**config.mk**
```make
export PLATFORM = sky130hd
export DESIGN_NAME = piezo_sound_scheduler
export DESIGN_NICKNAME = d
export VERILOG_FILES = /design/src/rtl/piezo_sched_pkg.sv /design/src/rtl/piezo_tone_gen.sv /design/src/rtl/piezo_sound_scheduler.sv
export SDC_FILE = /design/constraint.sdc
export NUM_CORES = 1
export LEC_CHECK = 0
export CAP_MARGIN = 20
export CORE_ASPECT_RATIO = 1.4
export CORE_MARGIN = 5
export CORE_UTILIZATION = 60
export DETAILED_ROUTE_END_ITERATION = 10
export PLACE_DENSITY_LB_ADDON = 0.2
export SYNTH_ARGS = -nofsm -noshare
export SYNTH_HDL_FRONTEND = slang
export SYNTH_HIERARCHICAL = 1
export SYNTH_SLANG_ARGS = --single-unit
```
**constraint.sdc**
```tcl
create_clock -name clk_1k -period 6.2 [get_ports clk_1k]
set_input_delay 1.24 -clock clk_1k [delete_from_list [all_inputs] [get_ports clk_1k]]
set_output_delay 1.24 -clock clk_1k [all_outputs]
set_load 0.05 [all_outputs]
```
**src/rtl/piezo_sched_pkg.sv**
```systemverilog
// Shared types and constants for the piezo sound scheduler: state encoding,
// grant bit positions, tone half-period settings and chime count helpers.
package piezo_sched_pkg;

    typedef enum logic [2:0] {
        ST_IDLE      = 3'd0,
        ST_ALARM     = 3'd1,
        ST_TIMER     = 3'd2,
        ST_CHIME_ON  = 3'd3,
        ST_CHIME_OFF = 3'd4,
        ST_CLICK     = 3'd5
    } sched_state_e;

    localparam int unsigned GNT_W     = 4;
    localparam int unsigned GNT_ALARM = 3;
    localparam int unsigned GNT_TIMER = 2;
    localparam int unsigned GNT_CHIME = 1;
    localparam int unsigned GNT_CLICK = 0;

    localparam int unsigned HALF_W = 2;
    localparam logic [HALF_W-1:0] HALF_CLICK = 2'd0;
    localparam logic [HALF_W-1:0] HALF_TIMER = 2'd1;
    localparam logic [HALF_W-1:0] HALF_CHIME = 2'd2;

    localparam int unsigned COUNT_W = 4;
    localparam logic [COUNT_W-1:0] CHIME_MAX = 4'd12;

    // Out-of-range hour counts ring the full twelve.
    function automatic logic [COUNT_W-1:0] chime_sat(input logic [COUNT_W-1:0] c);
        return ((c == '0) || (c > CHIME_MAX)) ? CHIME_MAX : c;
    endfunction

    function automatic logic [GNT_W-1:0] grant_of(input sched_state_e s);
        logic [GNT_W-1:0] g;
        g = '0;
        case (s)
            ST_ALARM:     g[GNT_ALARM] = 1'b1;
            ST_TIMER:     g[GNT_TIMER] = 1'b1;
            ST_CHIME_ON:  g[GNT_CHIME] = 1'b1;
            ST_CHIME_OFF: g[GNT_CHIME] = 1'b1;
            ST_CLICK:     g[GNT_CLICK] = 1'b1;
            default:      g = '0;
        endcase
        return g;
    endfunction

endpackage

```
**src/rtl/piezo_tone_gen.sv**
```systemverilog
// Square-wave tone generator toggling every half+1 cycles; can also pass an
// external level straight to its registered output.
module piezo_tone_gen
    import piezo_sched_pkg::*;
(
    input  logic              clk_1k,
    input  logic              rst_n,
    input  logic              clear,
    input  logic              en,
    input  logic              pass_en,
    input  logic              pass_val,
    input  logic [HALF_W-1:0] half,
    output logic              tone
);

    logic [HALF_W-1:0] cnt;

    always_ff @(posedge clk_1k or negedge rst_n) begin
        if (!rst_n) begin
            cnt  <= '0;
            tone <= 1'b0;
        end else if (clear) begin
            cnt  <= '0;
            tone <= 1'b0;
        end else if (pass_en) begin
            cnt  <= '0;
            tone <= pass_val;
        end else if (en) begin
            if (cnt == half) begin
                cnt  <= '0;
                tone <= ~tone;
            end else begin
                cnt <= cnt + HALF_W'(1);
            end
        end
    end

endmodule

```
**src/rtl/piezo_sound_scheduler.sv**
```systemverilog
// Fixed-priority arbiter and cadence sequencer sharing the single piezo
// between alarm melody, timer beep, hourly chime and key click.
module piezo_sound_scheduler #(
    parameter int unsigned CLICK_MS     = 20,
    parameter int unsigned CHIME_ON_MS  = 200,
    parameter int unsigned CHIME_OFF_MS = 300,
    parameter int unsigned TIMER_ON_MS  = 250,
    parameter int unsigned TIMER_OFF_MS = 250
) (
    input  logic       clk_1k,
    input  logic       rst_n,
    input  logic       mute,
    input  logic       alarm_req,
    input  logic       alarm_tone,
    input  logic       timer_req,
    input  logic       chime_trig,
    input  logic [3:0] chime_count,
    input  logic       click_trig,
    output logic       piezo,
    output logic [3:0] grant,
    output logic       busy
);
    import piezo_sched_pkg::*;

    localparam int unsigned MAX_A   = (CLICK_MS > CHIME_ON_MS) ? CLICK_MS : CHIME_ON_MS;
    localparam int unsigned MAX_B   = (CHIME_OFF_MS > TIMER_ON_MS) ? CHIME_OFF_MS : TIMER_ON_MS;
    localparam int unsigned MAX_AB  = (MAX_A > MAX_B) ? MAX_A : MAX_B;
    localparam int unsigned DUR_MAX = (MAX_AB > TIMER_OFF_MS) ? MAX_AB : TIMER_OFF_MS;
    localparam int unsigned DUR_W   = $clog2(DUR_MAX + 1);

    sched_state_e         state, state_d;
    logic [DUR_W-1:0]     dur, dur_d, phase_last_c;
    logic                 timer_off, timer_off_d;
    logic                 chime_pend, chime_pend_d;
    logic [COUNT_W-1:0]   chime_left, chime_left_d;
    logic                 chime_ok_c, click_ok_c, phase_end_c;
    logic                 in_chime_c, in_seq_c, chime_start_c, preempt_c;
    logic                 tone_clear_c, tone_en_c, tone_pass_c;
    logic [HALF_W-1:0]    tone_half_c;

    // Last cycle index of the current timed phase.
    always_comb begin
        phase_last_c = '0;
        case (state)
            ST_CLICK:     phase_last_c = DUR_W'(CLICK_MS - 1);
            ST_CHIME_ON:  phase_last_c = DUR_W'(CHIME_ON_MS - 1);
            ST_CHIME_OFF: phase_last_c = DUR_W'(CHIME_OFF_MS - 1);
            ST_TIMER:     phase_last_c = timer_off ? DUR_W'(TIMER_OFF_MS - 1)
                                                   : DUR_W'(TIMER_ON_MS - 1);
            default:      phase_last_c = '0;
        endcase
    end

    always_comb begin
        state_d       = state;
        dur_d         = dur + DUR_W'(1);
        timer_off_d   = timer_off;
        chime_pend_d  = chime_pend;
        chime_left_d  = chime_left;
        chime_ok_c    = chime_trig && !mute;
        click_ok_c    = click_trig && !mute;
        phase_end_c   = (dur == phase_last_c);
        in_chime_c    = (state == ST_CHIME_ON) || (state == ST_CHIME_OFF);
        in_seq_c      = in_chime_c || (state == ST_CLICK);

        if (alarm_req) begin
            state_d = ST_ALARM;
        end else if (timer_req && (state != ST_ALARM)) begin
            state_d = ST_TIMER;
        end else begin
            case (state)
                ST_IDLE: begin
                    if (!mute && (chime_pend || chime_ok_c)) state_d = ST_CHIME_ON;
                    else if (click_ok_c)                     state_d = ST_CLICK;
                end
                ST_ALARM: state_d = timer_req ? ST_TIMER : ST_IDLE;
                ST_TIMER: state_d = ST_IDLE;
                ST_CHIME_ON: begin
                    if (mute) state_d = ST_IDLE;
                    else if (phase_end_c)
                        state_d = (chime_left <= COUNT_W'(1)) ? ST_IDLE : ST_CHIME_OFF;
                end
                ST_CHIME_OFF: begin
                    if (mute)             state_d = ST_IDLE;
                    else if (phase_end_c) state_d = ST_CHIME_ON;
                end
                ST_CLICK: begin
                    if (mute) state_d = ST_IDLE;
                    else if (phase_end_c)
                        state_d = (chime_pend || chime_ok_c) ? ST_CHIME_ON : ST_IDLE;
                end
                default: state_d = ST_IDLE;
            endcase
        end

        chime_start_c = (state_d == ST_CHIME_ON) && !in_chime_c;
        preempt_c     = in_seq_c && ((state_d == ST_ALARM) || (state_d == ST_TIMER));

        if ((state_d != state) || (state_d == ST_IDLE) || (state_d == ST_ALARM)) begin
            dur_d       = '0;
            timer_off_d = 1'b0;
        end else if ((state == ST_TIMER) && phase_end_c) begin
            dur_d       = '0;
            timer_off_d = !timer_off;
        end

        if (chime_ok_c && !in_chime_c) chime_pend_d = 1'b1;
        if (mute || chime_start_c || preempt_c) chime_pend_d = 1'b0;

        if (chime_ok_c)
            chime_left_d = chime_sat(chime_count);
        else if ((state == ST_CHIME_ON) && phase_end_c && (chime_left != '0))
            chime_left_d = chime_left - COUNT_W'(1);

        // Tone restarts from zero on every entry and stays low through silence.
        tone_clear_c = (state_d != state) || (state_d == ST_IDLE) ||
                       (state_d == ST_CHIME_OFF) || ((state_d == ST_TIMER) && timer_off_d);
        tone_en_c    = (state == ST_CLICK) || (state == ST_CHIME_ON) ||
                       ((state == ST_TIMER) && !timer_off);
        tone_pass_c  = (state == ST_ALARM);
        case (state)
            ST_TIMER: tone_half_c = HALF_TIMER;
            ST_CLICK: tone_half_c = HALF_CLICK;
            default:  tone_half_c = HALF_CHIME;
        endcase
    end

    always_ff @(posedge clk_1k or negedge rst_n) begin
        if (!rst_n) begin
            state      <= ST_IDLE;
            dur        <= '0;
            timer_off  <= 1'b0;
            chime_pend <= 1'b0;
            chime_left <= '0;
            grant      <= '0;
            busy       <= 1'b0;
        end else begin
            state      <= state_d;
            dur        <= dur_d;
            timer_off  <= timer_off_d;
            chime_pend <= chime_pend_d;
            chime_left <= chime_left_d;
            grant      <= grant_of(state_d);
            busy       <= (state_d != ST_IDLE);
        end
    end

    piezo_tone_gen u_tone (
        .clk_1k   (clk_1k),
        .rst_n    (rst_n),
        .clear    (tone_clear_c),
        .en       (tone_en_c),
        .pass_en  (tone_pass_c),
        .pass_val (alarm_tone),
        .half     (tone_half_c),
        .tone     (piezo)
    );

endmodule

```
==> flow_summary.yaml, run 1 <==
status:
  run_status: "complete, no violations"
cts:
  postCtsHoldBufs: 0
  insertion_delay_ps: 280
  clkTransAtPathRegs_ps: 90
  number_of_gates_given_a_new_drive_strength_after_cts: 0
  clock_sinks: 26
  cts_post_setup_buffers_inserted: 0
  cts_tree: "yes"
  cts.root.buffer_cell: "sky130_fd_sc_hd__clkbuf_8"
  cts_h_tree_depth: 1
  max-clock-path-buffers: 2
  total_clock_buffers_created_by_cts: 3
global_routing:
  global_route.overflow_total: 0
  grt_util_met2_pct: 36.8
  met1_usage_pct: 26.3
  grt_start_max_net_pins: 22
  antenna_violations_before_repair: 0
  top_usage_layer: "met2"
  wire_length_of_the_first_global_routing_pass_um: 7940
  first_global_vias: 1767
  grt_use_met3_pct: 2.82
  grt_usage_pct: 22.1
placed_design:
  dpl.hpwl_um: 3370
  portBuffers: 17
  place_congestion: 0.892
synthesis:
  sequential_cell_area_fraction_in_the_yosys_report_pct: 33.4
  synth-edff-count: 0
  postSynthRegisterBits: 26
  synthesis.instances: 218
  synthesis.area_um2: 1950
  netlist-cell-type-count: 57
  synth.top_cells.by_area: "sky130_fd_sc_hd__dfrtp_1 33%, sky130_fd_sc_hd__nand2_1 4.2%, sky130_fd_sc_hd__xor2_1 4.0%"
  synthArstFlopShare_pct: 100
  yosys_warnings: 6
  synthesis.area_per_instance_um2: 8.94
  netlist.area_leader.share_pct: 33.4
  yosysTopAreaCell: "sky130_fd_sc_hd__dfrtp_1"
  postSynth.topFlopCell: "sky130_fd_sc_hd__dfrtp_1"
  synth_fp_nets: 234
critical_path:
  reg2reg_depth: 8
  worstPathCellList: "clkdlybuf4s50_1 -> nand2b_1 -> nand2b_1 -> o21ai_0 -> nor4_1 -> o41ai_4 -> o21ai_0 -> nand3b_1 -> nor4_1"
  reg2reg_to: "u_tone/cnt[1]"
  setup.worst_path.start: "mute"
  critPathMaxStageDelay_ps: 560
  timing.critical_path.to: "u_tone/cnt[1]"
  setup.worst_path.start_class: "input pin"
  type_of_destination_of_the_critical_path: "register"
  worst_ep_required_time_ps: 6380
  timing.critical_path.max_delay_family: "simple AND/OR/NAND/NOR gates"
  timing.setup.critical_path_class: "in -> reg"
  cp_num_buf_inv: 1
  worst_path_max_delay_cell: "sky130_fd_sc_hd__clkdlybuf4s50_1"
  timing.critical_path.arrival_ps: 3860
  reg2reg_from: "state[1]"
  cp.depth: 9
  ff2ff_setup_slack_ps: 3030
  critPathMaxFanout: 10
final_layout:
  area.growth.synth_to_final_pct: 10.8
  layout.cells.most_common: "sky130_fd_sc_hd__dfrtp_1"
  mostFrequentLayoutCells: "26 x sky130_fd_sc_hd__dfrtp_1, 22 x sky130_fd_sc_hd__nand2_1, 17 x sky130_fd_sc_hd__clkdlybuf4s50_1"
  postLayoutCoreUtil_pct: 69.2
  final_net_count: 245
  num-fill-cells: 243
  layout-drive-gt1-share_pct: 8.37
  num_antenna_cells: 0
routing:
  detailedRoute.firstPassIterationCount: 4
  detail_route.drc_violations: 0
  detail_route.vias_per_cell: 6.28
  via_count: 1670
  wire_per_inst_um: 16.7
  route.final.wire_length_um: 4450
  drt_iter0_drc: 74
  antenna_violating_nets_post_route: 0
sta:
  achievable-frequency_ghz: 0.271
  finalMaxSlewViolations: 0
  setup_viol: 0
  min_period_ps: 3690
  final.setup_skew_ps: 6.89
  worst_slew_pin_slew_ps: 713
  setup_repair_after_global_routing_missed_its_margin: "false"
  fin_hold_viols: 0
  final.setup.tns_ps: 0
  final.period_utilization_pct: 59.4
  slew_headroom_pct: 52.5
die:
  vert_die_dim_um: 77.4
  die_area_um2: 4510
  starting_density_of_the_core_pct: 62.4
  dieWidth_um: 58.2
  boundaryPins: 18
  row_cnt: 24
  fp.coreArea_um2: 3120
power:
  static-leakage-power_nw: 0.889
  vdd_ir_drop_max_mv: 0.181
  pwr_density_cell_nw_per_um2: 259
job:
  maxCapViolCount: 0
min_path:
  min_from: "dur[0]"
  hold_path_class: "reg -> reg"
  number_of_cells_on_the_worst_hold_path: 1
area by class of cell:
class	instances	area [µm²]	area share (%)
Multi-Input combinational cell	167	1190	54.9
Sequential cell	26	651	30.1
Timing Repair Buffer	18	185	8.57
Inverter	13	48.8	2.26
Tap cell	39	48.8	2.26
Clock buffer	3	41.3	1.91
stage by stage:
step	hold WS [ps]	power (mW)	worst slack, ps	instance area [µm²]	cells
2_1_floorplan	526	0.402	3140	1950	218
3_3_place_gp	569	0.448	2440	2100	262
3_5_place_dp	579	0.461	2220	2120	263
4_1_cts	605	0.558	2510	2160	266
5_1_grt	621	0.592	2260	2160	266
6_report	603	0.559	2510	2160	266
routing by layer:
metal / vias up / wire length (µm)
met5: - / 0
met4: 0 / 143
met3: 13 / 125
met2: 35 / 2340
met1: 819 / 1840
li1: 803 / -
cells by family (layout without fill, tap and decap cells):
kind of cell    after synthesis  in the layout  synth area share [%]
buf+inv                      25             34                  5.78
simple gates                 89             89                  24.4
mux                           7              7                  3.59
fa+ha+maj                     6              6                  3.59
xor+xnor                     17             17                  8.02
flops                        26             26                  33.4
compound gates               48             48                  21.2
state kept, by name, indices dropped and copies added, names as in the netlist:
signal,count
u_tone/tone,1
state,3
u_tone/cnt,2
chime_left,4
grant,4
chime_pend,1
busy,1
dur,9
timer_off,1
power breakdown:
group | internal [mW] | switching [mW]
logic | 0.0975 | 0.141
registers | 0.189 | 0.0326
clock network | 0.0437 | 0.0547
total | 0.330 | 0.229
Yosys cell counts, types with 2 or more instances:
| library cell | number |
|---|---|
| sky130_fd_sc_hd__a211oi_1 | 3 |
| sky130_fd_sc_hd__a21oi_1 | 10 |
| sky130_fd_sc_hd__a22o_1 | 2 |
| sky130_fd_sc_hd__a31oi_1 | 2 |
| sky130_fd_sc_hd__and3_1 | 2 |
| sky130_fd_sc_hd__buf_2 | 2 |
| sky130_fd_sc_hd__buf_4 | 2 |
| sky130_fd_sc_hd__clkbuf_1 | 6 |
| sky130_fd_sc_hd__dfrtp_1 | 26 |
| sky130_fd_sc_hd__ha_1 | 4 |
| sky130_fd_sc_hd__inv_1 | 13 |
| sky130_fd_sc_hd__maj3_1 | 2 |
| sky130_fd_sc_hd__mux2i_1 | 7 |
| sky130_fd_sc_hd__nand2_1 | 22 |
| sky130_fd_sc_hd__nand2b_1 | 6 |
| sky130_fd_sc_hd__nand2b_4 | 2 |
| sky130_fd_sc_hd__nand3_1 | 8 |
| sky130_fd_sc_hd__nand3b_1 | 3 |
| sky130_fd_sc_hd__nor2_1 | 13 |
| sky130_fd_sc_hd__nor2b_1 | 3 |
| sky130_fd_sc_hd__nor3_1 | 15 |
| sky130_fd_sc_hd__nor4_1 | 4 |
| sky130_fd_sc_hd__o211ai_1 | 3 |
| sky130_fd_sc_hd__o21ai_0 | 8 |
| sky130_fd_sc_hd__o22ai_1 | 2 |
| sky130_fd_sc_hd__o31ai_1 | 2 |
| sky130_fd_sc_hd__or3_1 | 2 |
| sky130_fd_sc_hd__xnor2_1 | 7 |
| sky130_fd_sc_hd__xor2_1 | 9 |
worst register-to-register path: cells and delay by family, from the launching register on:
family,cells,cell delay [ps]
compound gates,2,470
flops,1,760
simple gates,6,1850
worst min-delay path by stage:
| stage | to | slack, ps |
|---|---|---|
| after floorplan | dur[0] | 530 |
| after global placement | dur[0] | 570 |
| after detailed placement | chime_left[3] | 580 |
| after CTS | chime_left[3] | 610 |
| after global routing | u_tone/tone | 620 |
| final | dur[0] | 600 |
Power figures use the tool's default switching activity.
==> inputs of run 2 (changes only) <==
--- a/config.mk
+++ b/config.mk
@@ -8,7 +8,7 @@
 export CAP_MARGIN = 20
 export CORE_ASPECT_RATIO = 1.4
 export CORE_MARGIN = 5
-export CORE_UTILIZATION = 60
+export CORE_UTILIZATION = 57
 export DETAILED_ROUTE_END_ITERATION = 10
 export PLACE_DENSITY_LB_ADDON = 0.2
 export SYNTH_ARGS = -nofsm -noshare
==> constraint.sdc (replaced) <==
create_clock -name clk_1k -period 3.8 [get_ports clk_1k]
set_input_delay 0.76 -clock clk_1k [delete_from_list [all_inputs] [get_ports clk_1k]]
set_output_delay 0.76 -clock clk_1k [all_outputs]
set_load 0.05 [all_outputs]
==> flow_summary.yaml, run 2 (synthesis gave the netlist of run 1 again) <==
global_routing:
  first_global_vias: 1769
  antenna_violations_before_repair: 0
  wire_length_of_the_first_global_routing_pass_um: 7980
  global_route.overflow_total: 0
  grt_usage_pct: 21.8
  grt_start_max_net_pins: 27
sta:
  fin_hold_viols: 0
  final.setup.tns_ps: 0
  final.period_utilization_pct: 83.8
  finalMaxSlewViolations: 0
  setup_repair_after_global_routing_missed_its_margin: "false"
  setup_viol: 0
  achievable-frequency_ghz: 0.314
  min_period_ps: 3180
  worst_slew_pin_slew_ps: 713
  slew_headroom_pct: 52.5
  final.setup_skew_ps: 8.89
critical_path:
  ff2ff_setup_slack_ps: 620
  setup.worst_path.start: "state[1]"
  worst_ep_required_time_ps: 3980
  critical-path-top-cell-by-count: "sky130_fd_sc_hd__nor4_1"
  reg2reg_from: "state[1]"
  timing.critical_path.max_delay_family: "simple AND/OR/NAND/NOR gates"
  worst_path_max_delay_cell: "sky130_fd_sc_hd__dfrtp_1"
  cp_num_buf_inv: 0
  type_of_destination_of_the_critical_path: "register"
  setup.worst_path.start_class: "register"
  worstPathCellList: "nor2b_1 -> nand2_1 -> or3b_2 -> nor4_1 -> o31ai_4 -> o21ai_0 -> nand3b_1 -> nor4_1"
  timing.setup.critical_path_class: "reg -> reg"
  critPathMaxFanout: 18
  critPathMaxStageDelay_ps: 790
  timing.critical_path.arrival_ps: 3370
routing:
  via_count: 1692
  wire_per_inst_um: 17.4
  detail_route.vias_per_cell: 6.31
  detailedRoute.firstPassIterationCount: 4
  route.final.wire_length_um: 4660
  antenna_violating_nets_post_route: 0
  drt_iter0_drc: 57
  detail_route.drc_violations: 0
final_layout:
  area.growth.synth_to_final_pct: 12.1
  largest_regs: "dur x9, chime_left x4, grant x4"
  multi_input_gate_area_in_the_final_layout_um2: 1190
  num_antenna_cells: 0
  mostFrequentLayoutCells: "26 x sky130_fd_sc_hd__dfrtp_1, 22 x sky130_fd_sc_hd__nand2_1, 17 x sky130_fd_sc_hd__clkdlybuf4s50_1"
  layout.cells.most_common: "sky130_fd_sc_hd__dfrtp_1"
  post-route-cell-area_um2: 2180
  largest_register_ffs: 9
  largest-register: "dur"
  final-seq-area_um2: 651
  layout-drive-gt1-share_pct: 8.77
  final_net_count: 245
  num-fill-cells: 272
cts:
  cts_h_tree_depth: 1
  cts_tree: "yes"
  postCtsHoldBufs: 0
  clock_sinks: 26
  max-clock-path-buffers: 2
  cts.root.buffer_cell: "sky130_fd_sc_hd__clkbuf_8"
  total_clock_buffers_created_by_cts: 3
  insertion_delay_ps: 280
  number_of_gates_given_a_new_drive_strength_after_cts: 0
  cts_post_setup_buffers_inserted: 0
  clkTransAtPathRegs_ps: 100
die:
  vert_die_dim_um: 79.2
  dieWidth_um: 59.4
  starting_density_of_the_core_pct: 58.2
  boundaryPins: 18
  row_cnt: 25
  fp.coreArea_um2: 3350
  die_area_um2: 4710
power:
  vdd_ir_drop_max_mv: 0.291
  pwr_density_cell_nw_per_um2: 453
  static-leakage-power_nw: 0.900
  report.power.total_mw: 0.990
min_path:
  hold_path_class: "reg -> reg"
  min_from: "dur[0]"
status:
  run_status: "complete, no violations"
placed_design:
  dpl.hpwl_um: 3450
  portBuffers: 17
  place_congestion: 0.880
  placed_cell_area_um2: 2110
job:
  maxCapViolCount: 0
run 2: cell count changes in the layout (fill, tap and decap cells not counted):
cell / previous run / this run
sky130_fd_sc_hd__buf_4: 0 / 1
sky130_fd_sc_hd__buf_8: 1 / 0
sky130_fd_sc_hd__bufinv_16: 0 / 1
run 2: area by class of cell:
type	instances	share of cell area (%)
Clock buffer	3	1.89
Clock inverter	1	1.37
Inverter	13	2.23
Multi-Input combinational cell	167	54.3
Sequential cell	26	29.8
Tap cell	40	2.29
Timing Repair Buffer	18	8.13
run 2: power by group:
group	total (mW)	internal [mW]	switching, mW
sequential	0.363	0.308	0.0546
combinational	0.391	0.158	0.233
clock	0.236	0.141	0.0951
run 2: routing by layer:
metal / share of wire [%] / up-vias / track usage (%) / wire [µm]
li1: - / 806 / - / -
met1: 39 / 830 / 24.9 / 1840
met2: 54 / 46 / 37.9 / 2520
met3: 4.3 / 10 / 3.90 / 201
met4: 2.1 / 0 / 10.2 / 96
met5: 0 / - / 0 / 0
run 2: path summary, 6_finish.rpt:
check / cells past startpoint / to
worst max-delay path: 8 / u_tone/cnt[1]
worst min-delay path: 1 / dur[0]
worst max register to register: 8 / u_tone/cnt[1]
worst min register to register: 1 / dur[0]
max in group asynchronous: 2 / dur[3]
min in group asynchronous: 2 / chime_pend
run 2: stage by stage:
step	instances	utilization (%)	worst slack, ps	hold WS [ps]
CTS	268	65.3	660	602
detailed placement	264	63.1	426	587
global placement	264	63.1	581	571
floorplan	218	-	1220	464
global route	268	65.3	367	636
finish	268	65.3	616	612
